==> config.mk <==
export PLATFORM = sky130hd
export DESIGN_NAME = mem_arbiter
export DESIGN_NICKNAME = d
export VERILOG_FILES = /design/src/rtl/mem_arb_pkg.sv /design/src/rtl/mem_arbiter.sv
export SDC_FILE = /design/constraint.sdc
export NUM_CORES = 1
export LEC_CHECK = 0
export CAP_MARGIN = 10
export CORE_MARGIN = 2
export CORE_UTILIZATION = 38
export DETAILED_ROUTE_END_ITERATION = 10
export GPL_ROUTABILITY_DRIVEN = 0
export PLACE_DENSITY_LB_ADDON = 0.12
export SYNTH_ARGS = -nofsm -noshare
export SYNTH_HDL_FRONTEND = slang
export SYNTH_SLANG_ARGS = --single-unit
==> constraint.sdc <==
create_clock -name clk -period 3.7 [get_ports clk]
set_input_delay 0.37 -clock clk [delete_from_list [all_inputs] [get_ports clk]]
set_output_delay 0.37 -clock clk [all_outputs]
set_load 0.005 [all_outputs]
==> src/rtl/mem_arb_pkg.sv <==
// Shared types and helpers for the two-port memory arbiter of the multi-cycle MIPS core.
// Holds the FSM state encoding, the port IDs and the round-robin pick function.
package mem_arb_pkg;

  typedef enum logic [1:0] {
    ST_IDLE   = 2'd0,
    ST_ACCESS = 2'd1,
    ST_RESP   = 2'd2
  } state_t;

  localparam logic PORT_I = 1'b0;
  localparam logic PORT_D = 1'b1;

  localparam int WAIT_MAX = 15;
  localparam int CNT_W    = 4;

  // On a tie the port that did not win last time gets the grant.
  function automatic logic rr_pick(input logic i_req, input logic d_req, input logic last);
    logic pick;
    if (i_req && d_req) begin
      pick = ~last;
    end else if (d_req) begin
      pick = PORT_D;
    end else begin
      pick = PORT_I;
    end
    return pick;
  endfunction

endpackage

==> src/rtl/mem_arbiter.sv <==
// Round-robin arbiter/sequencer sharing one word memory port between instruction fetch
// and data load/store, with WAIT_CYCLES extra access cycles and a one-cycle ack per request.
module mem_arbiter
  import mem_arb_pkg::*;
#(
  parameter int WAIT_CYCLES = 0
) (
  input  logic        clk,
  input  logic        rst,
  input  logic        i_req,
  input  logic [31:0] i_addr,
  output logic [31:0] i_rdata,
  output logic        i_ack,
  input  logic        d_req,
  input  logic        d_we,
  input  logic [31:0] d_addr,
  input  logic [31:0] d_wdata,
  output logic [31:0] d_rdata,
  output logic        d_ack,
  output logic        mem_read,
  output logic        mem_write,
  output logic [31:0] mem_addr,
  output logic [31:0] mem_wdata,
  input  logic [31:0] mem_rdata
);

  localparam logic [CNT_W-1:0] WAIT_LOAD = CNT_W'(WAIT_CYCLES);

  state_t           state;
  state_t           state_nxt;
  logic [CNT_W-1:0] cnt;
  logic             owner;
  logic             last_grant;
  logic             lat_we;
  logic [31:0]      lat_addr;
  logic [31:0]      lat_wdata;
  logic             any_req;
  logic             pick;
  logic             last_cycle;

  assign any_req    = i_req | d_req;
  assign pick       = rr_pick(i_req, d_req, last_grant);
  assign last_cycle = (cnt == '0);

  always_ff @(posedge clk or posedge rst) begin
    if (rst) begin
      state <= ST_IDLE;
    end else begin
      state <= state_nxt;
    end
  end

  always_comb begin
    state_nxt = state;
    mem_read  = 1'b0;
    mem_write = 1'b0;
    mem_addr  = '0;
    mem_wdata = '0;
    i_ack     = 1'b0;
    d_ack     = 1'b0;
    case (state)
      ST_IDLE: begin
        if (any_req) state_nxt = ST_ACCESS;
      end
      ST_ACCESS: begin
        mem_addr  = lat_addr;
        mem_wdata = lat_wdata;
        mem_read  = ~lat_we;
        // A store strobes only once, in the final access cycle.
        mem_write = lat_we & last_cycle;
        if (last_cycle) state_nxt = ST_RESP;
      end
      ST_RESP: begin
        i_ack     = (owner == PORT_I);
        d_ack     = (owner == PORT_D);
        state_nxt = ST_IDLE;
      end
      default: state_nxt = ST_IDLE;
    endcase
  end

  always_ff @(posedge clk or posedge rst) begin
    if (rst) begin
      cnt        <= '0;
      owner      <= PORT_I;
      last_grant <= PORT_I;
      lat_we     <= 1'b0;
      lat_addr   <= '0;
      lat_wdata  <= '0;
      i_rdata    <= '0;
      d_rdata    <= '0;
    end else begin
      case (state)
        ST_IDLE: begin
          if (any_req) begin
            owner     <= pick;
            lat_addr  <= (pick == PORT_D) ? d_addr : i_addr;
            lat_wdata <= (pick == PORT_D) ? d_wdata : 32'd0;
            lat_we    <= (pick == PORT_D) & d_we;
            cnt       <= WAIT_LOAD;
          end
        end
        ST_ACCESS: begin
          if (!last_cycle) begin
            cnt <= cnt - 1'b1;
          end else begin
            last_grant <= owner;
            if (!lat_we) begin
              if (owner == PORT_D) begin
                d_rdata <= mem_rdata;
              end else begin
                i_rdata <= mem_rdata;
              end
            end
          end
        end
        default: ;
      endcase
    end
  end

endmodule

==> flow_metrics.tcl, run 1 <==
set metrics [dict create \
    holdWs_ns 0.4966 \
    pre_cts_ws_ns 1.302 \
    clk_pin_slew_ns 0.06 \
    grt_pass1_wl_microns 25900 \
    routed-via-count 4788 \
    fin_worst_skew_ns 0.007686 \
    synth.most_common_cell "dfrtp_1" \
    cp_max_fo 6 \
    area_growth_pct 56.67 \
    drv_cap 0 \
    rsz0062_at_grt "no" \
    post-route-drc-count 0 \
    ys_seq_elements 137 \
    fin_crit_ns 2.765 \
    grt_usage_pct 19.67 \
    max_slew_margin_pct 29.18 \
    syn_inst 474 \
    stdcell_area_sq_um 9533 \
    worstSetupPathType "reg2out" \
    status "finished clean" \
    holdPathStages 1 \
    numCtsBuffers 17 \
    cts_tree "done" \
    worst_slack_ns 0.9353 \
    rows 46 \
    cts_sinks 137 \
    ys_async_sr_fraction_pct 100.0 \
    setup.worst_path.start_class "register" \
    antenna_left 0 \
    drive_above_1_share_pct 15.60 \
    core_area_sq_um 15770 \
    die_h_microns 130.5 \
    insertion_delay_ns 0.41 \
    first_global_vias 5014 \
    synth_top_area_share_pct 56.34 \
    drt_iter0_drc 244 \
    yosysTopAreaCell "dfrtp_1" \
    place_hpwl_microns 11380 \
    antenna_found_initial 0 \
    p_leak_nw 4.074 \
    grt_max_degree 71 \
    ff2ff_path_depth 5 \
    grt_overflow_total 0 \
    start_util_pct 38.58 \
    cp.required_ns 3.33 \
    vias_per_cell 5.024 \
    synth-edff-count 0 \
    wl_per_cell_microns 17.61 \
    crit_arrival_ns 2.39 \
    io_pins 265 \
    hold_viol 0 \
    h-tree-depth 4 \
    cts-root-buf "clkbuf_16" \
    setup_viol 0 \
    firstDrtPassIters 6 \
    fin_nets 859 \
    syn_avg_cell_area_sq_um 12.84 \
    synth_commonest_cells "dfrtp_1, and2_1, clkbuf_1, mux2_2, a22o_1" \
    slew_viol_final 0 \
    cts_buffer_depth 2 \
    synthFlopType "dfrtp_1" \
    min_path_type "reg2reg" \
    finalSetupTns_ns 0 \
    vdd_ir_drop_max_mv 0.3852 \
    postCtsSetupBuffers 0 \
    tightest_slew_ns 1.060 \
    cts_resized 0 \
    synth_nets 609 \
    power.density_nw_per_um2 831.9 \
    ys_seq_area_share_pct 56.34 \
    dieArea_sq_um 17040 \
    synth_area_leaders "dfrtp_1, mux2_4, and2_1" \
    die_w_microns 130.5 \
    fmax_ghz 0.3617 \
    placed_area_sq_um 8890 \
    portBuffers 264 \
    syn_area_sq_um 6085 \
    yosys.cell_types.count 37 \
    wirelength_microns 16790 \
    end_kind "primary output" \
    post-route-period-util_pct 74.72 \
    cts_hold_buffers 0 \
    insertedDiodeCount 0 \
    yosys_warnings 0 \
]
==> metrics by stage <==
step,total power [W],cells,util (%)
after floorplan,0.004430,474,-
after global placement,0.006053,921,56.37
after detailed placement,0.006124,921,56.37
after CTS,0.008028,953,60.45
after global routing,0.008411,953,60.45
final,0.007930,953,60.45
==> per-layer routing <==
| layer | part of all wire, % | GRT usage (%) | up-vias |
|---|---|---|---|
| li1 | - | - | 2208 |
| met1 | 42 | 24.52 | 2364 |
| met2 | 48 | 31.53 | 197 |
| met3 | 8.3 | 7.125 | 19 |
| met4 | 1.8 | 7.384 | 0 |
| met5 | 0 | 0 | - |
==> sequential cells by signal (all words and copies together), names as in the netlist <==
name / count
d_rdata: 32
i_rdata: 32
lat_addr: 32
lat_wdata: 32
cnt: 4
state: 2
last_grant: 1
lat_we: 1
owner: 1
==> placed cells by master, fill, tap and decap left out, drive strengths merged, types with 2 or more instances in the layout <==
cell type / instances
nand4b: 2
nand3: 4
clkdlybuf4s50: 264
a2bb2oi: 32
a22o: 33
nor3b: 2
or4: 2
mux2: 65
ha: 2
nor2: 4
and2: 64
clkinv: 3
nand2: 32
a211oi: 32
inv: 3
dfrtp: 137
clkbuf: 21
or2: 2
bufinv: 5
o211ai: 2
buf: 8
clkinvlp: 3
==> where the power goes <==
group	internal, W	switching (W)	total, W	leakage (nW)
Sequential	0.00225	0.000405	0.00265	1.65
Clock	0.00121	0.000629	0.00184	0.308
Combinational	0.00220	0.00123	0.00343	2.12
==> critical path, cell delays in order, from the launching register on <==
cell             delay [ns]
dfrtp_1                0.37
inv_1                  0.11
ha_1                   0.17
nor3b_1                0.54
and3_1                 0.29
clkdlybuf4s50_1        0.51
==> logic make-up (layout without fill, tap and decap cells) <==
group	after synthesis	after routing	share of synthesized area, %
muxes	65	65	13.88
buffers and inverters	44	307	3.763
DFF	137	137	56.34
AOI/OAI and AO/OA	106	106	14.42
and+or+nand+nor	120	120	11.19
adders and majority gates	2	2	0.4112
==> final timing paths <==
path | from | end | slack, ns
setup / recovery | cnt[0]$_DFFE_PP0P_ | mem_write | 0.94
hold / removal | lat_wdata[12]$_DFFE_PP0P_ | lat_wdata[12]$_DFFE_PP0P_ | 0.50
setup reg to reg | cnt[0]$_DFFE_PP0P_ | i_rdata[19]$_DFFE_PP0P_ | 1.32
hold reg to reg | lat_wdata[12]$_DFFE_PP0P_ | lat_wdata[12]$_DFFE_PP0P_ | 0.50
max in group asynchronous | rst | lat_addr[29]$_DFFE_PP0P_ | 2.36
min in group asynchronous | rst | d_rdata[17]$_DFFE_PP0P_ | 0.54
==> final cells by class <==
class                   instances  area [sq um]
fillers                      1307          6237
inverters                       3         15.01
repair buffers                272          2728
clock inverters                11         192.7
flip-flops and latches        137          3428
clock buffers                  21         450.4
multi-input cells             293          2449
well taps                     216         270.3
Note: power is estimated with default switching activity, not from simulation.
==> run 2: changes to the inputs <==
- clock period: 3.7 -> 2.3 ns (I/O delays scaled with it)
==> run 2 against run 1 <==
Against the previous run: global-route usage grew 0.25 points; sequential cell count stayed put; setup slack worse by 0.84 ns; clock-buffer cell count rose by 1; via count rose by 1.3%; core utilization grew 0.087 points; clock power up 42%; cell count up 0.42%; first-iteration DRC count decreased by 31%; hold slack lost 0.17 ns; critical endpoint is now i_rdata[8]$_DFFE_PP0P_.
==> flow_metrics.tcl, run 2 (same netlist as run 1, synthesis figures left out) <==
set metrics [dict create \
    status "finished clean" \
    fillers 1270 \
    worst_r2r_endpoint "i_rdata[8]$_DFFE_PP0P_" \
    firstDrtPassIters 5 \
    worstSetupPathType "reg2reg" \
    worstReg2RegStart "cnt[1]$_DFFE_PP0P_" \
    fmax_ghz 0.4534 \
    antenna_found_initial 0 \
    post-route-period-util_pct 95.89 \
    layout_commonest_cell "clkdlybuf4s50_1" \
    cts_tree "done" \
    cp_max_fo 16 \
    finalSetupTns_ns 0 \
    grt_pass1_wl_microns 26090 \
    placed_area_sq_um 8940 \
    vias_per_cell 5.066 \
    cp.required_ns 2.59 \
    hold_viol 0 \
    core_area_sq_um 15770 \
    rows 46 \
    antenna_left 0 \
    fin_crit_ns 2.206 \
    routed-via-count 4848 \
    cts_sinks 137 \
    io_pins 265 \
    cts-root-buf "clkbuf_16" \
    drt_iter0_drc 168 \
    rsz0062_at_grt "no" \
    min_path_type "in2async" \
    clk_pin_slew_ns 0.06 \
    p_leak_nw 4.112 \
    dieArea_sq_um 17040 \
    post-route-drc-count 0 \
    h-tree-depth 4 \
    drv_cap 0 \
    holdWs_ns 0.3282 \
    cts_buffer_depth 2 \
    setup.worst_path.start_class "register" \
    place_hpwl_microns 11440 \
    final_core_util_pct 60.54 \
    drive_above_1_share_pct 16.33 \
    ff2ff_path_depth 6 \
    die_h_microns 130.5 \
    grt_usage_pct 19.92 \
    tightest_slew_ns 0.7976 \
    die_w_microns 130.5 \
    final_cell_mix "clkdlybuf4s50_1, dfrtp_1, and2_1, mux2_2, a22o_1" \
    wl_per_cell_microns 17.86 \
    fin_worst_skew_ns 0.007306 \
    start_util_pct 38.58 \
    numCtsBuffers 17 \
    area_growth_pct 56.90 \
    vdd_ir_drop_max_mv 0.5469 \
    reg2reg_setup_slack_ns 0.09 \
    insertion_delay_ns 0.41 \
    wirelength_microns 17090 \
    insertedDiodeCount 0 \
    first_global_vias 5096 \
    end_kind "register" \
    grt_overflow_total 0 \
    setup_viol 0 \
    fin_nets 865 \
    stdcell_area_sq_um 9547 \
    portBuffers 264 \
    max_slew_margin_pct 46.83 \
    grt_max_degree 138 \
    crit_arrival_ns 2.50 \
    power.density_nw_per_um2 1317 \
    slew_viol_final 0 \
]
[run 2: worst max-delay path, stage by stage (launching register included)]
cell and delay, ns:
dfrtp_1 0.39, inv_1 0.09, ha_1 0.18, or3b_4 0.42, or4_4 0.48, clkbuf_16 0.23
mux2_4 0.31
[run 2: area by class of cell]
| cell class | instances | area (sq um) | area share, % |
|---|---|---|---|
| clock buffers | 22 | 464.2 | 4.862 |
| clock inverters | 8 | 96.34 | 1.009 |
| inverters | 3 | 15.01 | 0.1573 |
| multi-input cells | 293 | 2460 | 25.77 |
| flip-flops and latches | 137 | 3428 | 35.91 |
| well taps | 216 | 270.3 | 2.831 |
| repair buffers | 278 | 2813 | 29.46 |
[run 2: timing repair]
item / 4_1_cts / 5_1_grt
endpoints found under the setup margin: 1 / 32
buffers inserted: 0 / 0
gates cloned: 0 / 1
hold buffers: 0 / 0
resized for setup: 2 / 3
pin swaps: 0 / 1
[run 2: report_power, final]
part | switching [W] | leakage (nW) | total [W] | internal, W
combinational | 0.00202 | 2.19 | 0.00568 | 0.00366
sequential | 0.000661 | 1.65 | 0.00428 | 0.00362
clock | 0.000978 | 0.276 | 0.00261 | 0.00164
total | 0.00366 | 4.11 | 0.0126 | 0.00891
[run 2: through the flow]
step                      power [W]  cells  worst slack, ns
after floorplan            0.007127    474           0.1461
after global placement     0.009812    926           0.1420
after detailed placement   0.009940    926          0.05098
after CTS                   0.01265    956        0.0008069
after global routing        0.01333    957          0.03532
final                       0.01257    957          0.09447
[run 2: how the worst max path moves through the flow]
stage                            start                 endpoint  slack, ns  depth (start not counted)
global placement    cnt[0]$_DFFE_PP0P_  i_rdata[22]$_DFFE_PP0P_       0.14                          6
floorplan           cnt[0]$_DFFE_PP0P_   i_rdata[0]$_DFFE_PP0P_       0.15                          7
finish              cnt[1]$_DFFE_PP0P_   i_rdata[8]$_DFFE_PP0P_       0.09                          6
global route        cnt[1]$_DFFE_PP0P_  i_rdata[30]$_DFFE_PP0P_       0.04                          6
CTS                 cnt[0]$_DFFE_PP0P_                mem_write     0.0008                          5
detailed placement  cnt[0]$_DFFE_PP0P_  i_rdata[29]$_DFFE_PP0P_       0.05                          6
[run 2: layer usage]
layer  GRT usage [%]  part of all wire (%)  vias up
met5               0                     0        -
met4           7.572                   2.2        0
li1                -                     -     2220
met3           6.922                   7.7       29
met1           24.16                    43     2390
met2           32.87                    48      209
==> run 3: changes to the inputs <==
- CORE_MARGIN: 2 -> default
- CORE_UTILIZATION: 38 -> 55
- DONT_BUFFER_PORTS: default -> 1
- PLACE_DENSITY: default -> 0.84
- PLACE_DENSITY_LB_ADDON: 0.12 -> default
==> run 3 against run 2 <==
Against the previous run: the run now fails in 4_1_cts; synthesized area stayed put; synthesized cell count stayed put.
==> flow_metrics.tcl, run 3 <==
set metrics [dict create \
    status "stopped before the end" \
    haltStage "4_1_cts" \
    error_line "[ERROR RSZ-0060] Max buffer count reached." \
    io_pins 265 \
    syn_avg_cell_area_sq_um 12.84 \
    synth_area_leaders "dfrtp_1, mux2_4, and2_1" \
    numCtsBuffers 17 \
    cts_resized 0 \
    yosysTopAreaCell "dfrtp_1" \
    synth_top_area_share_pct 56.34 \
    yosys.cell_types.count 37 \
    syn_inst 474 \
    h-tree-depth 4 \
    synth_nets 609 \
    start_util_pct 56.38 \
    cts-root-buf "clkbuf_8" \
    syn_area_sq_um 6085 \
    place_hpwl_microns 9348 \
    die_h_microns 107.2 \
    synth-edff-count 0 \
    synth_commonest_cells "dfrtp_1, and2_1, clkbuf_1, mux2_2, a22o_1" \
    synth.most_common_cell "dfrtp_1" \
    ys_seq_elements 137 \
    cts_buffer_depth 2 \
    cts_hold_buffers 124 \
    pre_cts_ws_ns 0.08638 \
    postCtsSetupBuffers 0 \
    portBuffers 0 \
    die_w_microns 107.2 \
    rows 38 \
    ys_seq_area_share_pct 56.34 \
    ys_async_sr_fraction_pct 100.0 \
    cts_sinks 137 \
    yosys_warnings 0 \
    synthFlopType "dfrtp_1" \
]
==> run 3: cell counts after synthesis <==
No cell type changed its count.
==> run 3: logic make-up after synthesis <==
| group | after synthesis | share of synthesized area [%] |
|---|---|---|
| DFF | 137 | 56.34 |
| and+or+nand+nor | 120 | 11.19 |
| AOI/OAI and AO/OA | 106 | 14.42 |
| muxes | 65 | 13.88 |
| buffers and inverters | 44 | 3.763 |
| adders and majority gates | 2 | 0.4112 |
==> run 3: metrics by stage <==
step                      area [sq um]  std cells
after floorplan                   6088        474
after global placement            6195        585
after detailed placement          6195        585
==> run 4: changes to the inputs <==
- CORE_UTILIZATION: 55 -> 40
- PLACE_DENSITY: 0.84 -> default
- PLACE_DENSITY_LB_ADDON: default -> 0.15
- clock period: 2.3 -> 3 ns (I/O delays scaled with it)
==> run 4 against run 3 <==
Against the previous run: the flow now finishes, with violations (design-rule violations).
==> flow_metrics.tcl, run 4 (same netlist as run 1, synthesis figures left out) <==
set metrics [dict create \
    status "finished with violations" \
    violations "design-rule violations" \
    place_hpwl_microns 9326 \
    worstSetupPathType "reg2reg" \
    drt_iter0_drc 265 \
    dieArea_sq_um 15710 \
    cts_tree "done" \
    sw_frac_of_total_pct 31.23 \
    clkPwrFrac_pct 27.0 \
    vias_per_cell 5.750 \
    routed-via-count 3858 \
    rows 44 \
    final_core_util_pct 47.42 \
    end_kind "register" \
    firstDrtPassIters 7 \
    h-tree-depth 4 \
    p_sw_w 0.002547 \
    layout_commonest_cell "dfrtp_1" \
    cts_buffer_depth 2 \
    post-route-period-util_pct 79.38 \
    insertedDiodeCount 0 \
    setup_viol 0 \
    fmax_ghz 0.4199 \
    cts-root-buf "clkbuf_16" \
    rsz0062_at_grt "no" \
    ff2ff_path_depth 5 \
    antenna_left 0 \
    start_util_pct 41.39 \
    slew_viol_final 0 \
    seq_power_share_pct 41.8 \
    postCtsSetupBuffers 0 \
    vdd_ir_drop_max_mv 0.4389 \
    die_h_microns 125.3 \
    power.density_nw_per_um2 1170 \
    p_int_w 0.005608 \
    first_global_vias 4131 \
    setup.worst_path.start_class "register" \
    hold_viol 0 \
    p_comb_share_pct 31.2 \
    max_slew_margin_pct 36.99 \
    area_growth_pct 14.56 \
    cp_max_fo 32 \
    antenna_found_initial 0 \
    fin_nets 609 \
    grt_usage_pct 18.51 \
    core_area_sq_um 14700 \
    insertion_delay_ns 0.41 \
    holdPathStages 2 \
    post-route-drc-count 19 \
    wl_per_cell_microns 21.04 \
    io_pins 265 \
    tightest_slew_ns 0.9432 \
    stdcell_area_sq_um 6970 \
    fin_worst_skew_ns 0.006093 \
    drv_cap 0 \
    p_leak_nw 3.123 \
    holdWs_ns 0.02328 \
    finalSetupTns_ns 0 \
    grt_pass1_wl_microns 22620 \
    cts_resized 0 \
    fin_crit_ns 2.381 \
    grt_max_degree 65 \
    crit_arrival_ns 2.67 \
    finalPower_w 0.008155 \
    die_w_microns 125.3 \
    cts_sinks 137 \
    grt_overflow_total 0 \
    wirelength_microns 14120 \
    final_cell_mix "dfrtp_1, and2_1, mux2_2, a22o_1" \
    cp.required_ns 3.29 \
    numCtsBuffers 17 \
    portBuffers 0 \
    drive_above_1_share_pct 24.23 \
    fillers 1283 \
    placed_area_sq_um 6222 \
    clk_pin_slew_ns 0.06 \
    min_path_type "in2reg" \
]
## run 4: power groups by stage
| stage | Sequential [W] | Combinational, W | Clock [W] |
|---|---|---|---|
| 2_1_floorplan | 0.00321 | 0.00226 | 0 |
| 3_3_place_gp | 0.00342 | 0.00248 | 0 |
| 3_5_place_dp | 0.00341 | 0.00256 | 0 |
| 4_1_cts | 0.00340 | 0.00258 | 0.00226 |
| 5_1_grt | 0.00351 | 0.00279 | 0.00234 |
| 6_report | 0.00341 | 0.00255 | 0.00220 |
## run 4: area by class of cell
| class | instances | area [sq um] | area share (%) |
|---|---|---|---|
| tap | 184 | 230.2 | 3.303 |
| clock buffer | 21 | 460.4 | 6.606 |
| sequential | 137 | 3428 | 49.18 |
| clock inverter | 11 | 167.7 | 2.405 |
| timing repair buffer | 22 | 220.2 | 3.159 |
| multi-input combinational | 293 | 2449 | 35.13 |
| inverter | 3 | 15.01 | 0.2154 |
## run 4: per-stage QoR
step,setup WS [ns],cells
global placement,0.6937,627
detailed placement,0.6293,627
global route,0.5700,671
floorplan,0.8461,474
finish,0.6187,671
CTS,0.6191,671
## run 4: worst paths after layout
path / slack (ns) / to / start
max reg2reg: 0.62 / i_rdata[14]$_DFFE_PP0P_ / cnt[0]$_DFFE_PP0P_
min: 0.02 / lat_addr[16]$_DFFE_PP0P_ / i_addr[16]
max: 0.62 / i_rdata[14]$_DFFE_PP0P_ / cnt[0]$_DFFE_PP0P_
max in group asynchronous: 1.59 / i_rdata[8]$_DFFE_PP0P_ / rst
min reg2reg: 0.49 / lat_wdata[9]$_DFFE_PP0P_ / lat_wdata[9]$_DFFE_PP0P_
min in group asynchronous: 0.58 / d_rdata[21]$_DFFE_PP0P_ / rst
## run 4: critical path: stages (launching register included)
cell and delay [ns]:
dfrtp_1 0.37, inv_1 0.12, ha_1 0.16, or3b_4 0.40
or4_4 0.79, mux2_4 0.40
## run 4: routing by layer
| metal | part of all wire [%] | vias to the layer above | global-route usage [%] |
|---|---|---|---|
| met5 | 0 | - | 0 |
| met4 | 1.1 | 0 | 6.600 |
| met3 | 8.8 | 14 | 7.360 |
| met2 | 49 | 184 | 30.89 |
| met1 | 41 | 1958 | 21.56 |
| li1 | - | 1702 | - |
## run 4: repair_timing
| action | CTS | global route |
|---|---|---|
| hold buffers | 12 | 0 |
| endpoints found under the setup margin | 0 | 0 |
| hold endpoints to repair | 50 | 0 |
